`config.mk`:
```
export PLATFORM = sky130hd
export DESIGN_NAME = mem_drain_flat
export DESIGN_NICKNAME = d
export VERILOG_FILES = /design/src/rtl/mm_pkg.sv /design/src/rtl/mem_drain_if.sv /design/src/rtl/mem_drain_skid.sv /design/src/rtl/mem_drain.sv /design/src/flat_wrapper.sv
export SDC_FILE = /design/constraint.sdc
export NUM_CORES = 1
export LEC_CHECK = 0
export CAP_MARGIN = 0
export CORE_ASPECT_RATIO = 1.75
export CORE_MARGIN = 2
export CORE_UTILIZATION = 30
export DETAILED_ROUTE_END_ITERATION = 12
export SLEW_MARGIN = 20
export SYNTH_ARGS = -nofsm -noshare
export SYNTH_HDL_FRONTEND = slang
export SYNTH_SLANG_ARGS = --single-unit
export TNS_END_PERCENT = 5
```
`constraint.sdc`:
```
create_clock -name clk -period 4.4 [get_ports clk]
set_input_delay 0.88 -clock clk [delete_from_list [all_inputs] [get_ports clk]]
set_output_delay 0.88 -clock clk [all_outputs]
set_load 0.02 [all_outputs]
```
`src/rtl/mm_pkg.sv`:
```
// Shared definitions for the banked result memory: bank geometry helpers,
// lane type and the drain FSM state encoding.
package mm_pkg;

  localparam int LANE_W = 8;

  typedef logic [LANE_W-1:0] lane_t;

  typedef enum logic [1:0] {
    IDLE  = 2'd0,
    READ  = 2'd1,
    DRAIN = 2'd2
  } drain_state_e;

  function automatic int bank_depth(input int m, input int n);
    return (m * m) / n;
  endfunction

  function automatic int bank_aw(input int m, input int n);
    int d;
    d = bank_depth(m, n);
    return (d > 1) ? $clog2(d) : 1;
  endfunction

endpackage

```
`src/rtl/mem_drain_if.sv`:
```
// BRAM read port plus downstream beat stream of the drain stage.
// master = drain side, slave = memory banks / consumer side.
interface mem_drain_if #(
  parameter int D_W = 8,
  parameter int N   = 3,
  parameter int AW  = 4
);

  logic [N-1:0][AW-1:0]  rd_addr_bram;
  logic [N-1:0]          rd_en_bram;
  logic [N-1:0][D_W-1:0] rd_data_bram;
  logic                  out_valid;
  logic                  out_ready;
  logic [N-1:0][D_W-1:0] out_data;
  logic                  out_last;

  modport master (
    output rd_addr_bram, rd_en_bram, out_valid, out_data, out_last,
    input  rd_data_bram, out_ready
  );

  modport slave (
    input  rd_addr_bram, rd_en_bram, out_valid, out_data, out_last,
    output rd_data_bram, out_ready
  );

endinterface

```
`src/rtl/mem_drain_skid.sv`:
```
// Small synchronous FIFO that absorbs BRAM read latency; head is registered
// storage so the consumer never sees a combinational path from the banks.
module mem_drain_skid #(
  parameter int W     = 24,
  parameter int DEPTH = 3,
  parameter int OW    = $clog2(DEPTH + 1)
) (
  input  logic          clk,
  input  logic          rst,
  input  logic          push_i,
  input  logic [W-1:0]  data_i,
  input  logic          pop_i,
  output logic          valid_o,
  output logic [W-1:0]  head_o,
  output logic [OW-1:0] occ_o
);

  localparam int PW = (DEPTH > 1) ? $clog2(DEPTH) : 1;

  logic [W-1:0]  mem_q [DEPTH];
  logic [W-1:0]  mem_d [DEPTH];
  logic [PW-1:0] wr_q, wr_d;
  logic [PW-1:0] rd_q, rd_d;
  logic [OW-1:0] occ_q, occ_d;

  always_comb begin
    mem_d = mem_q;
    wr_d  = wr_q;
    rd_d  = rd_q;
    if (push_i) begin
      mem_d[wr_q] = data_i;
      wr_d = (wr_q == PW'(DEPTH - 1)) ? '0 : wr_q + PW'(1);
    end
    if (pop_i) begin
      rd_d = (rd_q == PW'(DEPTH - 1)) ? '0 : rd_q + PW'(1);
    end
    occ_d = occ_q + OW'(push_i) - OW'(pop_i);
  end

  always_ff @(posedge clk or negedge rst) begin
    if (!rst) begin
      for (int i = 0; i < DEPTH; i++) mem_q[i] <= '0;
      wr_q  <= '0;
      rd_q  <= '0;
      occ_q <= '0;
    end else begin
      mem_q <= mem_d;
      wr_q  <= wr_d;
      rd_q  <= rd_d;
      occ_q <= occ_d;
    end
  end

  assign valid_o = (occ_q != '0);
  assign head_o  = mem_q[rd_q];
  assign occ_o   = occ_q;

  // The issue-credit rule in the parent must keep a full FIFO from being written.
  overflow_chk: assert property (@(posedge clk) disable iff (!rst)
    !(push_i && !pop_i && (occ_q == OW'(DEPTH))));

endmodule

```
`src/rtl/mem_drain.sv`:
```
// Drains all N result banks in lock-step, one N-lane beat per address.
// Optional feature macro: MEM_DRAIN_LAST_EN adds an out_last flag on the final beat.
module mem_drain
  import mm_pkg::*;
#(
  parameter int D_W    = 8,
  parameter int N      = 3,
  parameter int M      = 6,
  parameter int RD_LAT = 1
) (
  input  logic        clk,
  input  logic        rst,
  input  logic        start,
  output logic        busy,
  output logic        done,
  mem_drain_if.master bus
);

  localparam int DEPTH = bank_depth(M, N);
  localparam int AW    = bank_aw(M, N);
  localparam int SKID  = RD_LAT + 2;
  localparam int OW    = $clog2(SKID + 1);
  localparam int DW    = N * D_W;
`ifdef MEM_DRAIN_LAST_EN
  localparam int FW    = DW + 1;
`else
  localparam int FW    = DW;
`endif

  drain_state_e      state_q, state_d;
  logic [AW-1:0]     addr_q, addr_d;
  logic [RD_LAT-1:0] infl_q, infl_d;
  logic              issue, push, pop, fifo_valid, at_end;
  logic [OW-1:0]     occ;
  logic [FW-1:0]     push_data, head;
  int                inflight;

  assign at_end = (addr_q == AW'(DEPTH - 1));
  assign push   = infl_q[RD_LAT-1];
  assign pop    = fifo_valid & bus.out_ready;

  always_comb begin
    state_d  = state_q;
    addr_d   = addr_q;
    issue    = 1'b0;
    done     = 1'b0;
    inflight = $countones(infl_q);
    case (state_q)
      IDLE: if (start) state_d = READ;
      READ: begin
        // Credit counts every word already owed to the FIFO, net of this cycle's pop.
        if (int'(occ) + inflight - int'(pop) < SKID) begin
          issue  = 1'b1;
          addr_d = at_end ? '0 : addr_q + AW'(1);
          if (at_end) state_d = DRAIN;
        end
      end
      DRAIN: begin
        if (occ == '0 && inflight == 0) begin
          state_d = IDLE;
          done    = 1'b1;
        end
      end
      default: state_d = IDLE;
    endcase
    infl_d = (infl_q << 1) | RD_LAT'(issue);
  end

  always_ff @(posedge clk or negedge rst) begin
    if (!rst) begin
      state_q <= IDLE;
      addr_q  <= '0;
      infl_q  <= '0;
    end else begin
      state_q <= state_d;
      addr_q  <= addr_d;
      infl_q  <= infl_d;
    end
  end

`ifdef MEM_DRAIN_LAST_EN
  logic [RD_LAT-1:0] last_infl_q, last_infl_d;

  assign last_infl_d = (last_infl_q << 1) | RD_LAT'(issue & at_end);

  always_ff @(posedge clk or negedge rst) begin
    if (!rst) last_infl_q <= '0;
    else      last_infl_q <= last_infl_d;
  end

  assign push_data    = {last_infl_q[RD_LAT-1], bus.rd_data_bram};
  assign bus.out_last = head[DW];
`else
  assign push_data    = bus.rd_data_bram;
  assign bus.out_last = 1'b0;
`endif

  mem_drain_skid #(
    .W     (FW),
    .DEPTH (SKID),
    .OW    (OW)
  ) u_skid (
    .clk     (clk),
    .rst     (rst),
    .push_i  (push),
    .data_i  (push_data),
    .pop_i   (pop),
    .valid_o (fifo_valid),
    .head_o  (head),
    .occ_o   (occ)
  );

  assign bus.rd_en_bram   = {N{issue}};
  assign bus.rd_addr_bram = {N{addr_q}};
  assign bus.out_valid    = fifo_valid;
  assign bus.out_data     = head[DW-1:0];
  assign busy             = (state_q != IDLE);

endmodule
```
`src/flat_wrapper.sv`:
```
// flat-port wrapper written by rule: the top's interface ports become plain ports
module mem_drain_flat import mm_pkg::*;
#(
  parameter int D_W    = 8,
  parameter int N      = 3,
  parameter int M      = 6,
  parameter int RD_LAT = 1
)
  (clk, rst, start, busy, done, bus_rd_addr_bram, bus_rd_en_bram, bus_out_valid, bus_out_data, bus_out_last, bus_rd_data_bram, bus_out_ready);
  mem_drain_if #(.D_W(D_W), .N(N)) bus_i ();
  input  logic clk;
  input  logic rst;
  input  logic start;
  output logic busy;
  output logic done;
  output wire logic [$bits(bus_i.rd_addr_bram)-1:0] bus_rd_addr_bram;
  output wire logic [$bits(bus_i.rd_en_bram)-1:0] bus_rd_en_bram;
  output wire logic [$bits(bus_i.out_valid)-1:0] bus_out_valid;
  output wire logic [$bits(bus_i.out_data)-1:0] bus_out_data;
  output wire logic [$bits(bus_i.out_last)-1:0] bus_out_last;
  input wire logic [$bits(bus_i.rd_data_bram)-1:0] bus_rd_data_bram;
  input wire logic [$bits(bus_i.out_ready)-1:0] bus_out_ready;
  assign bus_rd_addr_bram = bus_i.rd_addr_bram;
  assign bus_rd_en_bram = bus_i.rd_en_bram;
  assign bus_out_valid = bus_i.out_valid;
  assign bus_out_data = bus_i.out_data;
  assign bus_out_last = bus_i.out_last;
  assign bus_i.rd_data_bram = bus_rd_data_bram;
  assign bus_i.out_ready = bus_out_ready;
  mem_drain #(.D_W(D_W), .N(N), .M(M), .RD_LAT(RD_LAT)) u_core (.clk(clk), .rst(rst), .start(start), .busy(busy), .done(done), .bus(bus_i));
endmodule
```
== Yosys cells after proc, flatten, opt, wreduce, memory -nomap -nowiden ==
Cells that the tools add are included.
Word-level totals
  register bits: 85
  input bits: 28
  word-level logic and storage cells: 59
Operators by class
  add/subtract/negate cells: 7
  $lt $le $gt $ge: 4
  eq/ne operators: 9
  muxes and demuxes: 18
  bitwise logic cells: 4
  reduce and logical (&&, ||, !) cells: 8
Operator list (count)
  $bwmux W72: 1
  $mux W24: 3
  $bmux W24 S2: 1
  $demux W24 S2: 1
  $lt A32 B3 Y1 const B: 1
  $sub A32 B2 Y32: 1
  $mux W2: 6
  $eq A2 B2 Y1 const B: 3
  $ge A3 B3 Y1 const B: 2
  $ne A2 B1 Y1 const B: 3
  $not A2 Y3: 2
  $pmux W2 S3: 1
  $add A2 B1 Y2 const B: 2
  $add A4 B1 Y4 const B: 1
  $eq A4 B4 Y1 const B: 1
  $logic_not A2 Y1: 2
  $mux W1: 4
  $mux W4: 1
  $reduce_and A4 Y1: 1
  $reduce_bool A2 Y1: 2
  $add A2 B1 Y3: 1
  $lt A3 B1 Y1 const B: 1
  $add A2 B1 Y2: 1
  $eq A2 B1 Y1 const B: 1
  6 further kinds: 7

== Depth between registers and ports, before layout ==
Gate-level depths: netlist of the first run.
  depth in word-level cells: 6
  gate-level depth with buffers: 10

== By module ==
A second synthesis of the first run with hierarchy kept.
Second synthesis, totals
  cell total of the unflattened synthesis: 287
  area total of the unflattened synthesis: 3988.8 um^2
Modules (own cells, without submodules)
  mem_drain_skid: times used 1, cells an instance 232, area each 3450.8 um^2
  mem_drain: times used 1, cells an instance 55, area each 538.0 um^2

== Least setup slack after synthesis of the first run ==
Ideal clock, no wire load.
  kind: in2out
  start point: input port bus_out_ready
  end point: output port bus_rd_en_bram[0]
  arrival: 2548 ps
  slack: 972 ps
  cell stages on the path: 9
  cells stage by stage: nand2_1 > inv_1 > ha_1 > ha_1 > ha_1 > nand2b_1 > o2bb2ai_1 > nor2b_1 > buf_4
Between the ends
  word-level cells in the longest chain between the ends: 5
RTL lines
  start: declaration: RTL line flat_wrapper.sv:22  | input wire logic [$bits(bus_i.out_ready)-1:0] bus_out_ready;
  $and A1 B1 Y1: RTL line mem_drain.sv:40  | assign pop = fifo_valid & bus.out_ready;
  net u_core.pop: RTL line mem_drain.sv:33  | logic issue, push, pop, fifo_valid, at_end;
  $sub A32 B2 Y32: RTL line mem_drain.sv:52  | if (int'(occ) + inflight - int'(pop) < SKID) begin
  $lt A32 B3 Y1: RTL line mem_drain.sv:52
  $mux W1: RTL line mem_drain.sv:52
  $mux W1: RTL line mem_drain.sv:48  | case (state_q)
  end: declaration: RTL line flat_wrapper.sv:17  | output wire logic [$bits(bus_i.rd_en_bram)-1:0] bus_rd_en_bram;
The timed path passes the listed nets, and every way through them passes these cells.

== Final worst setup path of the first run ==
  start point: input port bus_out_ready
  end point: output port bus_rd_en_bram[2]
Same word-level chain as after synthesis.

==> results.json, run 1 <==
{
  "routed_wirelength_um": 8790,
  "internal_power_mw": 3.12,
  "nNetsFinal": 415,
  "finalHoldViolCount": 0,
  "place.detailed.instances": 540,
  "cts_inserted_buffers": 9,
  "switching_power_share_of_the_total": 0.360,
  "min_period_over_period": 0.949,
  "setup.worst_path.start_class": "input port",
  "final_max_slew_viol_count": 0,
  "grt_setup_unrepaired": "no",
  "async_flop_share": 1.00,
  "chipWidth_um": 92.0,
  "antennaDiodeCount": 0,
  "drt_pass1_iterations": 4,
  "worstReg2RegStart": "u_core.u_skid.occ_o[1]$_DFF_PN0_",
  "result_of_the_run": "finished, final reports clean",
  "end_kind": "primary output",
  "p_sw_mw": 1.76,
  "yosys_most_used_dff": "dfrtp_1",
  "yosys_register_bits": 85,
  "cp_max_fo": 4,
  "pwr_density_nw_per_um2": 937,
  "synth.cell_area_um2": 4060,
  "p_leak_nw": 2.26,
  "clock_path_buffers": 2,
  "syn_inst": 316,
  "hpwl_um": 5780,
  "grt_overflow_total": 0,
  "timing.setup.critical_path_class": "input port to primary output",
  "clock_insertion_delay_worst_skew_ns": 0.33,
  "syn_area_per_cell_um2": 12.9,
  "finalClockSkew_ns": 0.00536,
  "synth_seq_area_share": 0.524,
  "cts_tree": "yes",
  "slew-limit-headroom": 0.417,
  "setup_tns_ns": 0,
  "clkTransAtPathRegs_ns": 0.06,
  "final_util": 0.391,
  "hold_ws_ns": 0.469,
  "synth_edf_count": 0,
  "final_cells": 556,
  "ys_warn_count": 0,
  "grt_start_max_net_pins": 57,
  "h_tree_lvls": 3,
  "finalWorstSetupSlack_ns": 0.223,
  "grt_first_pass_wirelength_um": 14300,
  "coreArea_um2": 13300,
  "synth_cell_types": 31,
  "design.die.area_um2": 14500,
  "worst-endpoint-arrival_ns": 3.30,
  "placementRows": 56,
  "cell_taking_the_most_area_after_synthesis": "dfrtp_1",
  "ant_nets": 0,
  "antenna_found_initial": 0,
  "groute.usage.overall": 0.126,
  "yosys-top-cells-area": "dfrtp_1, mux2_2, mux2_4, mux2i_1, o21ai_0",
  "route.vias.total": 2573,
  "die_h_um": 158,
  "avgViaCountPerCell": 4.63,
  "layout_common_cells": "dfrtp_1, clkdlybuf4s50_1, mux2_2",
  "worst_min_path_class": "register to register",
  "hold_start": "u_core.state_q[1]$_DFFE_PN0P_",
  "finalSetupViolations": 0,
  "combinational_share_of_power": 0.525,
  "fraction_of_layout_cells_with_a_size_suffix_above_1": 0.277,
  "initial_core_util": 0.305,
  "holdBufCountCts": 0,
  "worstPathRequired_ns": 3.52,
  "synthDominantCellAreaShare": 0.524,
  "power.share.sequential": 0.298,
  "synth_fp_nets": 354,
  "drt_iter0_drc": 94,
  "clockPowerShare": 0.177,
  "port-buffer-count": 69,
  "worst-slew-pin-transition_ns": 0.875,
  "nFillCells": 1309,
  "pre_cts_slack_ns": 0.196,
  "vdd_ir_drop_max_v": 0.000607,
  "pin_count": 71,
  "fmaxAchievable_ghz": 0.239,
  "drc_errors": 0,
  "clock_sink_count": 85,
  "max_cap_viol_count": 0,
  "route.detailed.wl_per_inst_um": 15.8,
  "cts_root_buf": "clkbuf_16",
  "final_common_cell": "dfrtp_1",
  "rrSetupSlack_ns": 1.59,
  "final_period_minus_worst_setup_slack_ns": 4.18,
  "place_congestion": 0.728,
  "syn_to_final_growth_pct": 28.2,
  "first_global_vias": 2719,
  "startpoint": "bus_out_ready"
}
[repair_timing]
| action | 4_1_cts | 5_1_grt |
|---|---|---|
| resized for setup | 0 | 1 |
| endpoints found under the setup margin | 0 | 1 |
| setup buffers | 0 | 0 |
[area by class of cell]
class	instances	area, um^2	area share
flip-flops and latches	85	2130	0.409
multi-input cells	194	1730	0.332
repair buffers	77	751	0.144
clock buffers	12	246	0.0473
well taps	174	218	0.0418
clock inverters	4	95.1	0.0183
inverters	10	37.5	0.00721
[state kept, by name, summed over array words and instances (netlist names)]
name,cells
u_core.addr_q,4
u_core.infl_q,1
u_core.state_q,2
u_core.u_skid.mem_q,72
u_core.u_skid.occ_o,2
u_core.u_skid.rd_q,2
u_core.u_skid.wr_q,2
[routing by layer]
| metal | up-vias | routed length (um) | GRT usage |
|---|---|---|---|
| met5 | - | 0 | 0 |
| met4 | 0 | 119 | 0.0384 |
| met3 | 10 | 361 | 0.0343 |
| met2 | 53 | 4580 | 0.223 |
| met1 | 1304 | 3720 | 0.149 |
| li1 | 1206 | - | - |
[Yosys cell counts, types with 4 or more instances]
library cell	number
inv_1	9
dfrtp_1	85
nand2b_1	4
buf_2	6
mux2_2	56
nor2_1	6
mux2i_1	24
o21ai_0	26
clkbuf_1	5
ha_1	10
mux2_4	20
nand2_1	26
buf_4	14
[power groups by stage]
stage	clock [mW]	sequential, mW	combinational (mW)
final	0.865	1.45	2.56
after CTS	0.889	1.45	2.62
after global placement	0	1.44	2.55
after floorplan	0	1.40	1.75
after detailed placement	0	1.46	2.60
after global routing	0.923	1.50	2.76
[stage by stage]
stage,power [mW],instance area [um^2]
floorplan,3.15,4060
global placement,3.99,4860
detailed placement,4.07,4860
CTS,4.96,5200
global route,5.19,5210
finish,4.88,5210
[cells by family after synthesis]
kind of cell	share of synthesized area
muxes	0.288
DFF	0.524
and+or+nand+nor	0.0548
buffers and inverters	0.0527
AOI/OAI and AO/OA	0.0444
adders and majority gates	0.0308
xor gates and xnor gates	0.00431
other	0.000923
[worst max-delay path, cell delays in order]
cell	delay [ns]
clkdlybuf4s50_1	0.39
nand2_1	0.12
inv_1	0.08
ha_1	0.21
ha_1	0.20
ha_1	0.27
nand2b_1	0.05
o2bb2ai_1	0.18
nor2b_1	0.26
clkdlybuf4s50_1	0.65
[final timing paths]
kind / to / depth (start not counted)
max: bus_rd_en_bram[2] / 10
min in group asynchronous: u_core.u_skid.mem_q[67]$_DFFE_PN0P_ / 1
min reg2reg: u_core.state_q[0]$_DFFE_PN0P_ / 1
max reg2reg: u_core.addr_q[2]$_DFFE_PN0P_ / 11
min: u_core.state_q[0]$_DFFE_PN0P_ / 1
max in group asynchronous: u_core.u_skid.mem_q[27]$_DFFE_PN0P_ / 2
(Power assumes the default switching activity.)
==> run 2, diff against run 1 <==
--- a/config.mk
+++ b/config.mk
@@ -6,7 +6,6 @@
 export NUM_CORES = 1
 export LEC_CHECK = 0
 export CAP_MARGIN = 0
-export CORE_ASPECT_RATIO = 1.75
 export CORE_MARGIN = 2
 export CORE_UTILIZATION = 30
 export DETAILED_ROUTE_END_ITERATION = 12
==> results.json, run 2 (same netlist as run 1, synthesis figures left out) <==
{
  "clock_path_buffers": 2,
  "hold_path_depth": 1,
  "routed_wirelength_um": 8370,
  "final_cells": 556,
  "largest_register_ff_count": 72,
  "setup_tns_ns": 0,
  "end_kind": "primary output",
  "layout_common_cells": "dfrtp_1, clkdlybuf4s50_1, mux2_2",
  "placementRows": 42,
  "place.detailed.instances": 541,
  "syn_to_final_growth_pct": 26.5,
  "grt_setup_unrepaired": "no",
  "drt_pass1_iterations": 3,
  "endpoint_of_the_lowest_slack_register_to_register_path": "u_core.addr_q[2]$_DFFE_PN0P_",
  "fmaxAchievable_ghz": 0.263,
  "port-buffer-count": 69,
  "slew-limit-headroom": 0.426,
  "reg2regPathDepth": 11,
  "finalClockSkew_ns": 0.00484,
  "hpwl_um": 5260,
  "grt_first_pass_wirelength_um": 13700,
  "antennaDiodeCount": 0,
  "finalHoldViolCount": 0,
  "max_cap_viol_count": 0,
  "groute.usage.overall": 0.123,
  "cts_inserted_buffers": 9,
  "ant_nets": 0,
  "drc_errors": 0,
  "avgViaCountPerCell": 4.51,
  "worstReg2RegStart": "u_core.u_skid.occ_o[1]$_DFF_PN0_",
  "worst-slew-pin-transition_ns": 0.861,
  "final_period_minus_worst_setup_slack_ns": 3.80,
  "clock_insertion_delay_worst_skew_ns": 0.33,
  "rrSetupSlack_ns": 1.61,
  "holdBufCountCts": 0,
  "initial_core_util": 0.307,
  "cts_root_buf": "clkbuf_16",
  "largest_register": "u_core.u_skid.mem_q",
  "worstPathRequired_ns": 3.52,
  "first_global_vias": 2703,
  "result_of_the_run": "finished, final reports clean",
  "final_common_cell": "dfrtp_1",
  "clkTransAtPathRegs_ns": 0.06,
  "antenna_found_initial": 0,
  "hold_end": "u_core.state_q[0]$_DFFE_PN0P_",
  "pin_count": 71,
  "nNetsFinal": 414,
  "finalSetupViolations": 0,
  "drt_iter0_drc": 102,
  "die_h_um": 120,
  "design.die.area_um2": 14500,
  "clock_sink_count": 85,
  "finalWorstSetupSlack_ns": 0.604,
  "vdd_ir_drop_max_v": 0.000389,
  "hold_start": "u_core.state_q[1]$_DFFE_PN0P_",
  "final_max_slew_viol_count": 0,
  "grt_start_max_net_pins": 86,
  "setup.worst_path.start_class": "input port",
  "pre_cts_slack_ns": 0.171,
  "cts_tree": "yes",
  "h_tree_lvls": 3,
  "hold_ws_ns": 0.473,
  "coreArea_um2": 13200,
  "p_leak_nw": 2.23,
  "min_period_over_period": 0.863,
  "chipWidth_um": 120,
  "grt_overflow_total": 0,
  "cts_setup_buffers": 0,
  "cp_max_fo": 4,
  "worst-endpoint-arrival_ns": 2.92,
  "route.detailed.wl_per_inst_um": 15.0,
  "worst_min_path_class": "register to register",
  "pwr_density_nw_per_um2": 909,
  "fraction_of_layout_cells_with_a_size_suffix_above_1": 0.276,
  "ctsResizeCount": 0,
  "leading_registers_by_flop_count": "u_core.u_skid.mem_q: 72 flops, u_core.addr_q: 4 flops",
  "place_congestion": 0.677,
  "route.vias.total": 2509,
  "timing.setup.critical_path_class": "input port to primary output"
}
==> run 2: worst max-delay path by stage <==
stage	startpoint	endpoint	slack, ns	depth (start not counted)
2_1_floorplan	bus_out_ready	bus_rd_en_bram[0]	0.97	9
3_3_place_gp	bus_out_ready	bus_rd_en_bram[1]	0.20	10
3_5_place_dp	bus_out_ready	bus_rd_en_bram[1]	0.17	10
4_1_cts	bus_out_ready	bus_rd_en_bram[1]	0.15	10
5_1_grt	bus_out_ready	bus_rd_en_bram[2]	0.39	10
6_report	bus_out_ready	bus_rd_en_bram[1]	0.60	10
==> run 2: critical path, cell delays in order <==
cell             delay [ns]
clkdlybuf4s50_1        0.40
nand2_1                0.13
inv_1                  0.09
ha_1                   0.21
ha_1                   0.19
ha_1                   0.27
nand2b_1               0.05
o2bb2ai_1              0.18
nor2b_1                0.24
dlymetal6s2s_1         0.26
==> run 2: metrics by stage <==
| stage | power [mW] | area [um^2] | utilization |
|---|---|---|---|
| 2_1_floorplan | 3.15 | 4060 | - |
| 5_1_grt | 5.00 | 5140 | 0.388 |
| 3_3_place_gp | 3.98 | 4860 | 0.367 |
| 6_report | 4.67 | 5140 | 0.388 |
| 3_5_place_dp | 4.04 | 4860 | 0.367 |
| 4_1_cts | 4.75 | 5120 | 0.387 |
==> run 2: power by group <==
part	switching, mW	total, mW	internal, mW
clock	0.293	0.686	0.392
combinational	1.21	2.55	1.35
sequential	0.233	1.43	1.19
==> run 2: final cells by class <==
class                   instances  area, um^2
flip-flops and latches         85        2130
repair buffers                 76         752
clock buffers                  11         243
fillers                      1299        8110
clock inverters                 4        25.0
well taps                     176         220
multi-input cells             194        1730
inverters                      10        37.5
==> run 2: metal layers <==
layer,vias up,global-route usage,wire [um]
li1,1198,-,-
met1,1251,0.150,3830
met2,51,0.207,3980
met3,9,0.0377,433
met4,0,0.0414,123
met5,-,0,0
==> run 3, diff against run 2 <==
--- a/config.mk
+++ b/config.mk
@@ -8,6 +8,7 @@
 export CAP_MARGIN = 0
 export CORE_MARGIN = 2
 export CORE_UTILIZATION = 30
+export CTS_CLUSTER_DIAMETER = 60
 export DETAILED_ROUTE_END_ITERATION = 12
 export SLEW_MARGIN = 20
 export SYNTH_ARGS = -nofsm -noshare
==> results of run 3 <==
The final DEF is identical to that of run 2; final timing and power are the same.
